**src/rtl/fetch_unit_if.sv**
```systemverilog
// Instruction memory request/response bus.
// The fetch unit is the master; the memory is the slave.
interface fetch_unit_if;
    logic        imem_req;
    logic [31:0] imem_addr;
    logic        imem_ready;
    logic [31:0] imem_rdata;

    modport master (
        output imem_req,
        output imem_addr,
        input  imem_ready,
        input  imem_rdata
    );

    modport slave (
        input  imem_req,
        input  imem_addr,
        output imem_ready,
        output imem_rdata
    );
endinterface

```
**src/rtl/fetch_unit.sv**
```systemverilog
// Instruction fetch stage: one outstanding request, redirect with drain
// of an in-flight response, and fetch-address error reporting.
module fetch_unit #(
    parameter logic [31:0] RESET_PC   = 32'h0000_3000,
    parameter logic [31:0] IMEM_BASE  = 32'h0000_3000,
    parameter logic [31:0] IMEM_LIMIT = 32'h0000_6FFC
) (
    input  logic         clk,
    input  logic         reset,
    input  logic         stall,
    input  logic         redirect,
    input  logic [31:0]  redirect_pc,
    fetch_unit_if.master mem,
    output logic [31:0]  instr_out,
    output logic [31:0]  pc_out,
    output logic         out_valid,
    output logic         exc_adel
);

    typedef enum logic [1:0] {
        S_FETCH,
        S_VALID,
        S_DRAIN
    } state_t;

    state_t      state_q;
    state_t      state_d;
    logic [31:0] pc_q;
    logic [31:0] pc_d;
    logic [31:0] hold_q;
    logic [31:0] hold_d;
    logic [31:0] instr_q;
    logic [31:0] instr_d;
    logic [31:0] pco_q;
    logic [31:0] pco_d;
    logic        ov_q;
    logic        ov_d;
    logic        exc_q;
    logic        exc_d;
    logic        pc_bad;

    assign pc_bad = (pc_q[1:0] != 2'b00)
                 || (pc_q < IMEM_BASE)
                 || (pc_q > IMEM_LIMIT);

    assign instr_out = instr_q;
    assign pc_out    = pco_q;
    assign out_valid = ov_q;
    assign exc_adel  = exc_q;

    // Next-state, next-output and memory request decode.
    always_comb begin
        state_d       = state_q;
        pc_d          = pc_q;
        hold_d        = hold_q;
        instr_d       = instr_q;
        pco_d         = pco_q;
        ov_d          = ov_q;
        exc_d         = exc_q;
        mem.imem_req  = 1'b0;
        mem.imem_addr = pc_q;

        unique case (state_q)
            S_FETCH: begin
                if (pc_bad) begin
                    if (redirect) begin
                        pc_d    = redirect_pc;
                        instr_d = 32'h0;
                        ov_d    = 1'b0;
                        exc_d   = 1'b0;
                    end else begin
                        state_d = S_VALID;
                        instr_d = 32'h0;
                        pco_d   = pc_q;
                        ov_d    = 1'b1;
                        exc_d   = 1'b1;
                    end
                end else begin
                    mem.imem_req = 1'b1;
                    if (redirect) begin
                        pc_d    = redirect_pc;
                        instr_d = 32'h0;
                        ov_d    = 1'b0;
                        exc_d   = 1'b0;
                        if (!mem.imem_ready) begin
                            state_d = S_DRAIN;
                            hold_d  = pc_q;
                        end
                    end else if (mem.imem_ready) begin
                        state_d = S_VALID;
                        instr_d = mem.imem_rdata;
                        pco_d   = pc_q;
                        ov_d    = 1'b1;
                        exc_d   = 1'b0;
                    end
                end
            end
            S_VALID: begin
                if (redirect) begin
                    state_d = S_FETCH;
                    pc_d    = redirect_pc;
                    instr_d = 32'h0;
                    ov_d    = 1'b0;
                    exc_d   = 1'b0;
                end else if (!stall) begin
                    state_d = S_FETCH;
                    pc_d    = pc_q + 32'd4;
                    instr_d = 32'h0;
                    ov_d    = 1'b0;
                    exc_d   = 1'b0;
                end
            end
            S_DRAIN: begin
                mem.imem_req  = 1'b1;
                mem.imem_addr = hold_q;
                if (redirect) begin
                    pc_d = redirect_pc;
                end
                if (mem.imem_ready) begin
                    state_d = S_FETCH;
                end
            end
            default: begin
                state_d = S_FETCH;
            end
        endcase
    end

    // State and output registers with synchronous reset.
    always_ff @(posedge clk) begin
        if (reset) begin
            state_q <= S_FETCH;
            pc_q    <= RESET_PC;
            hold_q  <= 32'h0;
            instr_q <= 32'h0;
            pco_q   <= 32'h0;
            ov_q    <= 1'b0;
            exc_q   <= 1'b0;
        end else begin
            state_q <= state_d;
            pc_q    <= pc_d;
            hold_q  <= hold_d;
            instr_q <= instr_d;
            pco_q   <= pco_d;
            ov_q    <= ov_d;
            exc_q   <= exc_d;
        end
    end

endmodule
```
**src/flat_wrapper.sv**
```systemverilog
// flat-port wrapper written by rule: the top's interface ports become plain ports
module fetch_unit_flat 
#(
    parameter logic [31:0] RESET_PC   = 32'h0000_3000,
    parameter logic [31:0] IMEM_BASE  = 32'h0000_3000,
    parameter logic [31:0] IMEM_LIMIT = 32'h0000_6FFC
)
  (clk, reset, stall, redirect, redirect_pc, instr_out, pc_out, out_valid, exc_adel, mem_imem_req, mem_imem_addr, mem_imem_ready, mem_imem_rdata);
  fetch_unit_if mem_i ();
  input  logic clk;
  input  logic reset;
  input  logic stall;
  input  logic redirect;
  input  logic [31:0] redirect_pc;
  output logic [31:0] instr_out;
  output logic [31:0] pc_out;
  output logic out_valid;
  output logic exc_adel;
  output wire logic [$bits(mem_i.imem_req)-1:0] mem_imem_req;
  output wire logic [$bits(mem_i.imem_addr)-1:0] mem_imem_addr;
  input wire logic [$bits(mem_i.imem_ready)-1:0] mem_imem_ready;
  input wire logic [$bits(mem_i.imem_rdata)-1:0] mem_imem_rdata;
  assign mem_imem_req = mem_i.imem_req;
  assign mem_imem_addr = mem_i.imem_addr;
  assign mem_i.imem_ready = mem_imem_ready;
  assign mem_i.imem_rdata = mem_imem_rdata;
  fetch_unit #(.RESET_PC(RESET_PC), .IMEM_BASE(IMEM_BASE), .IMEM_LIMIT(IMEM_LIMIT)) u_core (.clk(clk), .reset(reset), .stall(stall), .redirect(redirect), .redirect_pc(redirect_pc), .mem(mem_i), .instr_out(instr_out), .pc_out(pc_out), .out_valid(out_valid), .exc_adel(exc_adel));
endmodule
```
**config.mk**
```make
export PLATFORM = sky130hd
export DESIGN_NAME = fetch_unit_flat
export DESIGN_NICKNAME = d
export VERILOG_FILES = /design/src/rtl/fetch_unit_if.sv /design/src/rtl/fetch_unit.sv /design/src/flat_wrapper.sv
export SDC_FILE = /design/constraint.sdc
export NUM_CORES = 1
export LEC_CHECK = 0
export BUFFER_PORTS_ARGS = -buffer_cell sky130_fd_sc_hd__clkbuf_2
export CAP_MARGIN = 20
export CORE_MARGIN = 2
export CORE_UTILIZATION = 45
export CTS_CLUSTER_SIZE = 28
export DETAILED_ROUTE_END_ITERATION = 10
export HOLD_SLACK_MARGIN = 0.06
export PLACE_DENSITY_LB_ADDON = 0.1
export SLEW_MARGIN = 5
export SYNTH_ARGS = -nofsm -noshare
export SYNTH_HDL_FRONTEND = slang
export SYNTH_SLANG_ARGS = --single-unit
```
**constraint.sdc**
```tcl
create_clock -name clk -period 2.4 [get_ports clk]
set_clock_uncertainty 0.15 [all_clocks]
set_input_delay 0.24 -clock clk [delete_from_list [all_inputs] [get_ports clk]]
set_output_delay 0.24 -clock clk [all_outputs]
set_load 0.01 [all_outputs]
```
==> impl_metrics.csv <==
group,metric,value,unit
floorplan,start_util,45.6,%
routing,drc,0,
clock_network,clk_latency,0.41,ns
synthesis,netlist_top_cells_area,"dfxtp_1 (44%), mux2i_1 (7.7%), mux2_2 (6.2%), a22o_1 (5.0%), nor2_1 (4.7%)",
power,clkPwrFrac,40.8,%
sta,fmax,435,MHz
synthesis,synth.largest_area_cell,"dfxtp_1",
routing,drt_wl_total,17800,um
sta,fin_crit_sh,95.8,%
sta,period_minus_slack,2.30,ns
floorplan,rows,42,
global_route,grt_pass1_wl,28300,um
synthesis,synth_cell_types,63,
final_layout,fillers,1103,
final_layout,nets,948,
clock_network,cts_sinks,132,
final_layout,multiInputGateArea,3090,um2
synthesis,synthesis.yosys.warnings,0,
sta,tightest_slew,0.433,ns
sta,setup_violations,0,
sta,relSlewSlack,71.0,%
setup_path,required,2.01,ns
clock_network,cts_root_buffer,"clkbuf_16",
clock_network,clkTransAtPathRegs,0.05,ns
synthesis,netlist_instances,639,
floorplan,core_area,13100,um2
synthesis,synth_ff_type,"dfxtp_1",
floorplan,die-height,119,um
setup_path,slowest_stage,"dfxtp_1",
sta,finalSetupTns,0,ns
setup_path,crit_type,"reg2out",
routing,post_drt_wl_per_cell,16.8,um
synthesis,synth_commonest_cells,"dfxtp_1 (132), nor2_1 (74), mux2i_1 (46)",
synthesis,async_reset_ff_share,0,%
clock_network,cts_buffer_depth,2,
sta,finalHoldViolCount,0,
placed_design,dp_hpwl,11900,um
power,p_comb_share,14.3,%
setup_path,cpPeakStageDelay,0.39,ns
final_layout,fin_area,8320,um2
final_layout,antenna_cells,0,
synthesis,avgSynthCellArea,9.33,um2
synthesis,yosysMostFrequentCell,"dfxtp_1",
final_layout,areaGrowthSynthToFinish,39.5,%
setup_path,cp-end-kind,"primary output",
synthesis,syn_area,5960,um2
clock_network,h-tree-depth,4,
floorplan,die_area,14200,um2
global_route,grt_max_degree,40,
final_layout,drive_gt1_share,34.1,%
floorplan,die-width,119,um
status,status,"finished clean",
synthesis,synth_edf_count,0,
routing,ant_nets,0,
setup_path,crit_buf_inv,1,
clock_network,cts_tree,"yes",
global_route,grtUsageTotal,25.1,%
floorplan,io_pins,168,
global_route,grt.overflow.total,0,
placed_design,post_dp_cell_area,7200,um2
routing,drt_iter0_drc,325,
sta,slew_violations,0,
power,p_sw_share,24.7,%
global_route,grt_pass1_vias,5604,
setup_path,cp_cell_sequence,"nor4_4 > o2111ai_2 > nor2_4 > nor2_1 > nor2_1 > clkbuf_2",
routing,firstDrtPassIters,5,
run,max_cap_violations,0,
synthesis,yosysSeqAreaShare,44.3,%
worst_hold_path,min_path_type,"in2reg",
routing,via_per_inst,5.45,
setup_path,cp_max_fo,4,
global_route,grt_antenna_before_repair,0,
synthesis,synth.net_count,709,
synthesis,synth-seq-cells,132,
power,pwr-share-seq,44.9,%
routing,via_count,5769,
power,switching_power,1.29,mW
setup_path,startpoint_type,"flip-flop",
clock_network,cts_made_buffers,17,
setup_path,crit_family,"simple AND/OR/NAND/NOR gates",
power,leakagePower,3.69,nW
placed_design,place.gp.congestion,0.867,
placed_design,portBuffers,167,
setup_path,crit_path_frequent_cell,"nor2_1",
clock_network,cts_setup_buffers,0,
power,p_per_area,626,nW/um2
power,ir_drop,0.451,mV
setup_path,arrival,1.91,ns
synthesis,netlist.area_leader.share,44.3,%
final_layout,regArea,2640,um2
power,internal_power,3.92,mW
-- tightest hold or removal path: stages --
cell       delay, ns
clkbuf_2        0.09
nor3_1          0.18
a2111oi_0       0.08
-- power by group through the flow --
stage	clock network, mW	registers, mW	logic, mW
after floorplan	0	2.36	0.380
after global placement	0	2.37	0.633
after detailed placement	0	2.38	0.643
after CTS	2.18	2.33	0.726
after global routing	2.27	2.34	0.807
final	2.13	2.34	0.743
-- per-stage QoR --
step / total power [mW] / hold slack (ns) / utilization [%] / cells / setup WS (ns)
after CTS: 5.24 / 0.0822 / 63.2 / 1058 / 0.0204
after floorplan: 2.74 / 0.169 / - / 639 / 0.316
after global placement: 3.00 / 0.288 / 55.0 / 976 / 0.160
after global routing: 5.42 / 0.0987 / 63.6 / 1059 / -0.00715
after detailed placement: 3.02 / 0.293 / 55.0 / 976 / 0.135
final: 5.21 / 0.0895 / 63.6 / 1059 / 0.101
-- worst paths after layout --
| kind | start | to | slack, ns | cells after the start |
|---|---|---|---|---|
| max | u_core.pc_q[19] | mem_imem_req | 0.10 | 6 |
| min | redirect_pc[9] | u_core.pc_q[9] | 0.09 | 3 |
| max reg2reg | u_core.pc_q[19] | u_core.instr_out[4] | 0.16 | 6 |
| min reg2reg | u_core.exc_adel | u_core.exc_adel | 0.30 | 1 |
-- cell usage in the layout, fill, tap and decap left out, types with 6 or more instances in the layout --
| cell | synthesis | final |
|---|---|---|
| a22o_1 | 34 | 34 |
| and3_1 | 10 | 10 |
| nand4_1 | 14 | 14 |
| a31oi_1 | 7 | 7 |
| buf_4 | 3 | 50 |
| clkbuf_2 | 0 | 167 |
| nor3_1 | 14 | 14 |
| nand3_1 | 15 | 14 |
| clkbuf_16 | 0 | 17 |
| dlygate4sd3_1 | 0 | 58 |
| nand2_1 | 35 | 35 |
| mux2_2 | 33 | 33 |
| o21ai_0 | 17 | 17 |
| a211oi_1 | 6 | 6 |
| a21oi_1 | 31 | 31 |
| dfxtp_1 | 132 | 131 |
| or3_1 | 7 | 7 |
| mux2i_1 | 46 | 46 |
| and2_1 | 21 | 21 |
| nor2_1 | 74 | 73 |
-- layout make-up --
cell class                      instances  area share (%)
Tap cell                              176            2.65
Timing Repair Buffer                  280            22.6
Multi-Input combinational cell        442            37.1
Clock inverter                          2           0.120
Clock buffer                           22            5.46
Inverter                                5           0.226
Sequential cell                       132            31.8
-- state kept, by name, summed over array words and instances (netlist names) --
name / flops
u_core.pc_out: 32
u_core.pc_q: 32
u_core.instr_out: 32
u_core.out_valid: 1
u_core.state_q: 2
u_core.exc_adel: 1
u_core.hold_q: 32
-- layer usage --
metal,share of wire [%],track usage (%),vias up
li1,-,-,2798
met1,45,32.3,2749
met2,48,41.1,198
met3,6.2,5.99,24
met4,1.4,8.85,0
met5,0,0,-
-- cell families after synthesis --
| family | synth area share, % |
|---|---|
| simple gates | 19.3 |
| compound gates | 17.1 |
| flops | 44.3 |
| mux | 14.0 |
| buf+inv | 5.14 |
| fa+ha+maj | 0.210 |
-- repair_timing --
item | CTS | global route
pin swaps | 1 | 0
endpoints found under the hold margin | 58 | 0
endpoints found under the setup margin | 1 | 1
gates resized for setup | 5 | 6
cloned | 0 | 0
hold buffers | 58 | 0
No activity file was read; power rests on OpenSTA's default activity.
